===== src/rtl/regfile_mp.sv =====
// -----------------------------------------------------------------------------
// regfile_mp -- parametrised multi-read-port integer register file.
//
// Purpose:
//   Register array for the pipelined RV32I core. It provides NREAD independent
//   combinational read ports and one write port. A per-register busy scoreboard
//   is set at issue (bset) and cleared at writeback (we). A clear engine zeroes
//   one entry per cycle after reset or after a clear_req pulse. Register 0 is
//   hardwired to zero and never reports busy.
//
// Configuration macro:
//   REGFILE_MP_BYPASS_EN -- when defined, a write in the current cycle is
//   forwarded to any read port that addresses the same register.
//
// Ports:
//   clk          in   rising-edge clock
//   rst          in   asynchronous active-high reset (restarts the clear)
//   clear_req    in   one-cycle pulse; starts a clear, honoured only in READY
//   ready        out  array usable (low while clearing)
//   we           in   write enable
//   waddr        in   [AW-1:0] write address
//   wdata        in   [XLEN-1:0] write data
//   raddr        in   [NREAD*AW-1:0] read addresses, port k at [k*AW +: AW]
//   rdata        out  [NREAD*XLEN-1:0] read data, port k at [k*XLEN +: XLEN]
//   rbusy        out  [NREAD-1:0] busy flag of each addressed register
//   bset         in   mark bset_addr busy
//   bset_addr    in   [AW-1:0] register to mark busy
//   dbg_state    out  FSM state (0 = CLEAR, 1 = READY)
//   dbg_idx      out  [AW-1:0] clear engine index
//
// Handshake note: there is no valid/ready pairing here. 'ready' is a level
// that says whether writes, bset and clear_req are honoured this cycle; while
// it is low those inputs are dropped (not stalled) and all read outputs are 0.
// -----------------------------------------------------------------------------
module regfile_mp #(
  parameter int XLEN  = 32,
  parameter int NREGS = 32,
  parameter int NREAD = 2,
  localparam int AW   = $clog2(NREGS)
) (
  input  logic                  clk,
  input  logic                  rst,
  input  logic                  clear_req,
  output logic                  ready,
  input  logic                  we,
  input  logic [AW-1:0]         waddr,
  input  logic [XLEN-1:0]       wdata,
  input  logic [NREAD*AW-1:0]   raddr,
  output logic [NREAD*XLEN-1:0] rdata,
  output logic [NREAD-1:0]      rbusy,
  input  logic                  bset,
  input  logic [AW-1:0]         bset_addr,
  output logic                  dbg_state,
  output logic [AW-1:0]         dbg_idx
);

  typedef enum logic {
    S_CLEAR = 1'b0,
    S_READY = 1'b1
  } state_t;

  state_t            r_state;
  logic [AW-1:0]     r_idx;
  logic [NREGS-1:0]  r_busy;
  logic [XLEN-1:0]   r_regs [NREGS];

  logic              w_ready;
  logic              w_wr_en;
  logic              w_bset_en;

  assign w_ready   = (r_state == S_READY);
  assign w_wr_en   = w_ready && we   && (waddr     != '0);
  assign w_bset_en = w_ready && bset && (bset_addr != '0);

  assign ready     = w_ready;
  assign dbg_state = r_state;
  assign dbg_idx   = r_idx;

  // Control FSM and busy scoreboard. Busy lives here because it must be zeroed
  // by the asynchronous reset, unlike the data array.
  always_ff @(posedge clk or posedge rst) begin
    if (rst) begin
      r_state <= S_CLEAR;
      r_idx   <= '0;
      r_busy  <= '0;
    end else begin
      case (r_state)
        S_CLEAR: begin
          r_busy[r_idx] <= 1'b0;
          // idx wraps back to 0 naturally after the last entry.
          r_idx <= r_idx + 1'b1;
          if (r_idx == AW'(NREGS - 1)) begin
            r_state <= S_READY;
          end
        end
        S_READY: begin
          if (w_wr_en) begin
            r_busy[waddr] <= 1'b0;
          end
          // Later assignment wins: a bset to the register being written
          // keeps it busy (a newer producer has issued).
          if (w_bset_en) begin
            r_busy[bset_addr] <= 1'b1;
          end
          if (clear_req) begin
            r_state <= S_CLEAR;
            r_idx   <= '0;
          end
        end
        default: begin
          r_state <= S_CLEAR;
          r_idx   <= '0;
        end
      endcase
    end
  end

  // Data array: no reset, contents are defined once the clear engine has
  // swept every entry.
  always_ff @(posedge clk) begin
    if (r_state == S_CLEAR) begin
      r_regs[r_idx] <= '0;
    end else if (w_wr_en) begin
      r_regs[waddr] <= wdata;
    end
  end

  // Read ports.
  for (genvar k = 0; k < NREAD; k++) begin : g_rd
    logic [AW-1:0] w_ra;
    logic          w_hit;
    logic          w_zero;

    assign w_ra   = raddr[k*AW +: AW];
    assign w_zero = !w_ready || (w_ra == '0);

`ifdef REGFILE_MP_BYPASS_EN
    assign w_hit = w_wr_en && (waddr == w_ra);
`else
    assign w_hit = 1'b0;
`endif

    assign rdata[k*XLEN +: XLEN] = w_zero ? '0 :
                                   w_hit  ? wdata : r_regs[w_ra];
    // On a bypass hit the write clears busy unless a same-cycle bset to the
    // same register re-marks it.
    assign rbusy[k] = w_zero ? 1'b0 :
                      w_hit  ? (w_bset_en && (bset_addr == w_ra)) : r_busy[w_ra];
  end

endmodule

===== config.mk =====
export PLATFORM = sky130hd
export DESIGN_NAME = regfile_mp
export DESIGN_NICKNAME = d
export VERILOG_FILES = /design/src/rtl/regfile_mp.sv
export SDC_FILE = /design/constraint.sdc
export NUM_CORES = 1
export LEC_CHECK = 0
export CELL_PAD_IN_SITES_DETAIL_PLACEMENT = 1
export CELL_PAD_IN_SITES_GLOBAL_PLACEMENT = 2
export CORE_ASPECT_RATIO = 0.6
export CORE_UTILIZATION = 50
export CTS_BUF_LIST = sky130_fd_sc_hd__clkbuf_4
export CTS_CLUSTER_SIZE = 16
export DETAILED_ROUTE_END_ITERATION = 10
export GPL_TIMING_DRIVEN = 0
export PLACE_DENSITY = 0.86
export SLEW_MARGIN = 20
export SYNTH_ARGS = -nofsm -noshare
export SYNTH_HDL_FRONTEND = slang
export SYNTH_SLANG_ARGS = --single-unit
export TNS_END_PERCENT = 1

===== constraint.sdc =====
create_clock -name clk -period 5.1 [get_ports clk]
set_input_delay 0.51 -clock clk [delete_from_list [all_inputs] [get_ports clk]]
set_output_delay 0.51 -clock clk [all_outputs]
set_load 0.02 [all_outputs]

==> flow_summary.ini <==
[worst_setup_path]
r2r-end = r_regs[15][9]
reg2regPathDepth = 9
cp_data_required_time_ps = 4590
critPathLaunchType = primary input
end_kind = output pin
path_cells = buf_2 > buf_2 > buf_2 > buf_2 > nor2_1 > a21oi_1 > nand3_1 > nand4_1 > clkdlybuf4s50_1
r2r_slack_ps = 1000
cpMostUsedCell = buf_2
cp_slowest_cell = clkdlybuf4s50_1
path_class = primary input to output pin
worstReg2RegStart = dbg_state
max_stage_delay_ps = 680
arrival_ps = 4790
critPathMaxFanout = 10

[global_routing]
use_met2 = 0.5388
grt_util_met3 = 0.2293
grt_overflow_total = 0
use_met1 = 0.5609
grt_pass1_vias = 34920
grt_busiest_layer = met1
grt_max_degree = 33
grt_antenna_before_repair = 12
track_usage = 0.4091
grt_pass1_wl_um = 288300

[route]
postRouteWirelength_um = 212700
first_iter_violations = 5877
drc = 0
antenna_left = 0
vias_per_cell = 7.375
wire_per_inst_um = 43.93
vias = 35700
firstDrtPassIters = 5

[synthesis]
ys_seq_area_frac = 0.6180
syn_inst = 2832
syn_avg_cell_area_um2 = 18.11
synthFlopType = edfxtp_1
netlist_area_um2 = 51290
ys_ff_latch = 1062
post-synth-top-count-cell = edfxtp_1
ys_types = 67
yosysTopAreaCellShare = 0.5995
yosys_warnings = 0
synth.largest_area_cell = edfxtp_1
syn_nets = 2894
synth_common_cells = 1,024 x edfxtp_1, 371 x mux2i_1, 332 x mux4_2, 107 x nand2_1, 103 x o221ai_1
synth_edf_count = 1024
synthArstFlopShare = 0.03578
synthTopCellsByArea = edfxtp_1 60%, mux4_2 15%, mux2i_1 7.2%

[sta]
period_needed_ps = 5299
grt_setup_unrepaired = no
post-route-period-util = 1.039
max_freq_mhz = 188.7
slew_viol_final = 0
timing.final.ws_setup_ps = -198.6
setup_viol_count_final = 10
whs_ps = 96.38
finalHoldViolations = 0
slew_headroom = 0.1261
tightest_slew_ps = 1311
setup-tns-final_ps = -1018
skew_ps = 86.60

[power]
power_density_nw_per_um2 = 394.1
switching_power_mw = 7.612
combPwrFrac = 0.223
ir_worst_vdd_v = 0.0002238
leakagePower_nw = 20.84
pwr-share-clk = 0.301
p_int_mw = 15.63
power_frac_seq = 0.476
switching_share = 0.3274
p_total_mw = 23.25

[layout]
regArea_um2 = 31700
nFillCells = 9025
utilization = 0.5833
layout-drive-gt1-share = 0.3301
fin_area_um2 = 58990
final_nets = 3373
layout.cells.non_filler = 4841
area_delta_synth_final_pct = 15.00
multi_input_area_um2 = 18500

[placed_design]
port_buffers = 116
pre_cts_slack_ps = 206.2
place_area_um2 = 55780
place_hpwl_um = 154300
globalplace.congestion = 1.004
place_inst = 4393

[floorplan]
ios = 130
dieArea_um2 = 103900
initial_utilization = 0.5072
num_rows = 90
die_w_um = 415.5
core_area_um2 = 101100
die_h_um = 250.1

[clock_network]
htree_levels = 4
clk_latency_ps = 1260
cts_max_path_buffers = 3
numCtsBuffers = 239
cts_sinks = 1062
clkSlewWorstSetupHoldPaths_ps = 80
cts_root_buf = clkbuf_4
cts_tree = built

[status]
violations = setup timing
status = complete, but fails checks

[worst_hold_path]
hold_path_class = primary input to asynchronous set/reset pin

[run]
drv_cap = 0
power by group through the flow:
stage | Combinational (mW) | Clock [mW] | Sequential [mW]
detailed placement | 4.89 | 0 | 11.2
finish | 5.19 | 7.00 | 11.1
floorplan | 2.40 | 0 | 11.1
global placement | 4.25 | 0 | 11.3
global route | 5.21 | 7.31 | 11.1
CTS | 4.92 | 6.95 | 11.0
how the worst max path moves through the flow:
stage | startpoint | to | slack [ps] | cells after the start
global route | raddr[2] | rdata[20] | 1 | 9
finish | raddr[2] | rdata[12] | -200 | 9
CTS | dbg_state | rdata[18] | 80 | 6
detailed placement | raddr[2] | rdata[19] | 210 | 7
floorplan | waddr[0] | r_regs[7][0] | 890 | 6
global placement | we | r_regs[9][8] | -3020 | 6
timing repair:
item / CTS / global route
gates resized for setup: 5 / 0
endpoints found under the setup margin: 29 / 0
hold buffers: 9 / 0
hold endpoints to repair: 75 / 0
setup buffers: 1 / 0
routing by layer:
layer | wire length, um | share of wire
met1 | 80680 | 0.38
met2 | 84950 | 0.40
met3 | 39040 | 0.18
met4 | 7923 | 0.037
met5 | 90 | 0.00042
cell type report:
class | count | area share
Antenna cell | 14 | 0.0005939
Inverter | 9 | 0.0005727
Clock buffer | 355 | 0.04518
Buffer | 235 | 0.02297
Multi-Input combinational cell | 1526 | 0.3137
Sequential cell | 1062 | 0.5374
Tap cell | 1334 | 0.02830
Timing Repair Buffer | 238 | 0.04539
Clock inverter | 68 | 0.005897
placed cells by master, fill, tap and decap left out, types with 14 or more instances in the layout:
cell type | netlist | layout
buf_4 | 29 | 103
and2_2 | 0 | 32
a211oi_1 | 21 | 21
nor3_2 | 0 | 16
a221oi_2 | 32 | 32
o21ai_0 | 27 | 27
nor2_4 | 1 | 15
buf_16 | 0 | 22
a22oi_1 | 23 | 23
dfrtp_1 | 38 | 38
o22a_1 | 24 | 24
a2bb2oi_1 | 37 | 37
clkinv_1 | 0 | 51
clkbuf_1 | 72 | 67
clkdlybuf4s50_1 | 0 | 116
o221ai_1 | 103 | 102
diode_2 | 0 | 14
nand2_1 | 107 | 107
mux4_1 | 62 | 62
buf_2 | 88 | 87
a21oi_1 | 68 | 65
nor2_1 | 31 | 16
mux2_2 | 51 | 51
buf_6 | 29 | 39
nand3_1 | 66 | 66
edfxtp_1 | 1024 | 1024
mux2i_1 | 371 | 368
mux4_2 | 332 | 332
clkbuf_4 | 4 | 359
state kept, by name (all words and copies together), names as in the netlist:
| name | cells |
|---|---|
| r_regs | 1024 |
| r_busy | 32 |
| dbg_idx | 5 |
| dbg_state | 1 |
worst max-delay path, delay by kind of cell:
family,cells,cell delay [ps]
buf+inv,5,2760
simple gates,3,1260
compound gates,1,230
cells by family after synthesis:
kind of cell / Yosys count / synth area share
multiplexers: 816 / 0.2611
AO/OA/AOI/OAI: 372 / 0.05967
flip-flops: 1062 / 0.6180
adder cells (fa/ha/maj): 5 / 0.001220
buffers and inverters: 244 / 0.02691
XOR/XNOR: 2 / 0.0003416
AND/OR/NAND/NOR: 331 / 0.03271
(Power assumes the default switching activity.)
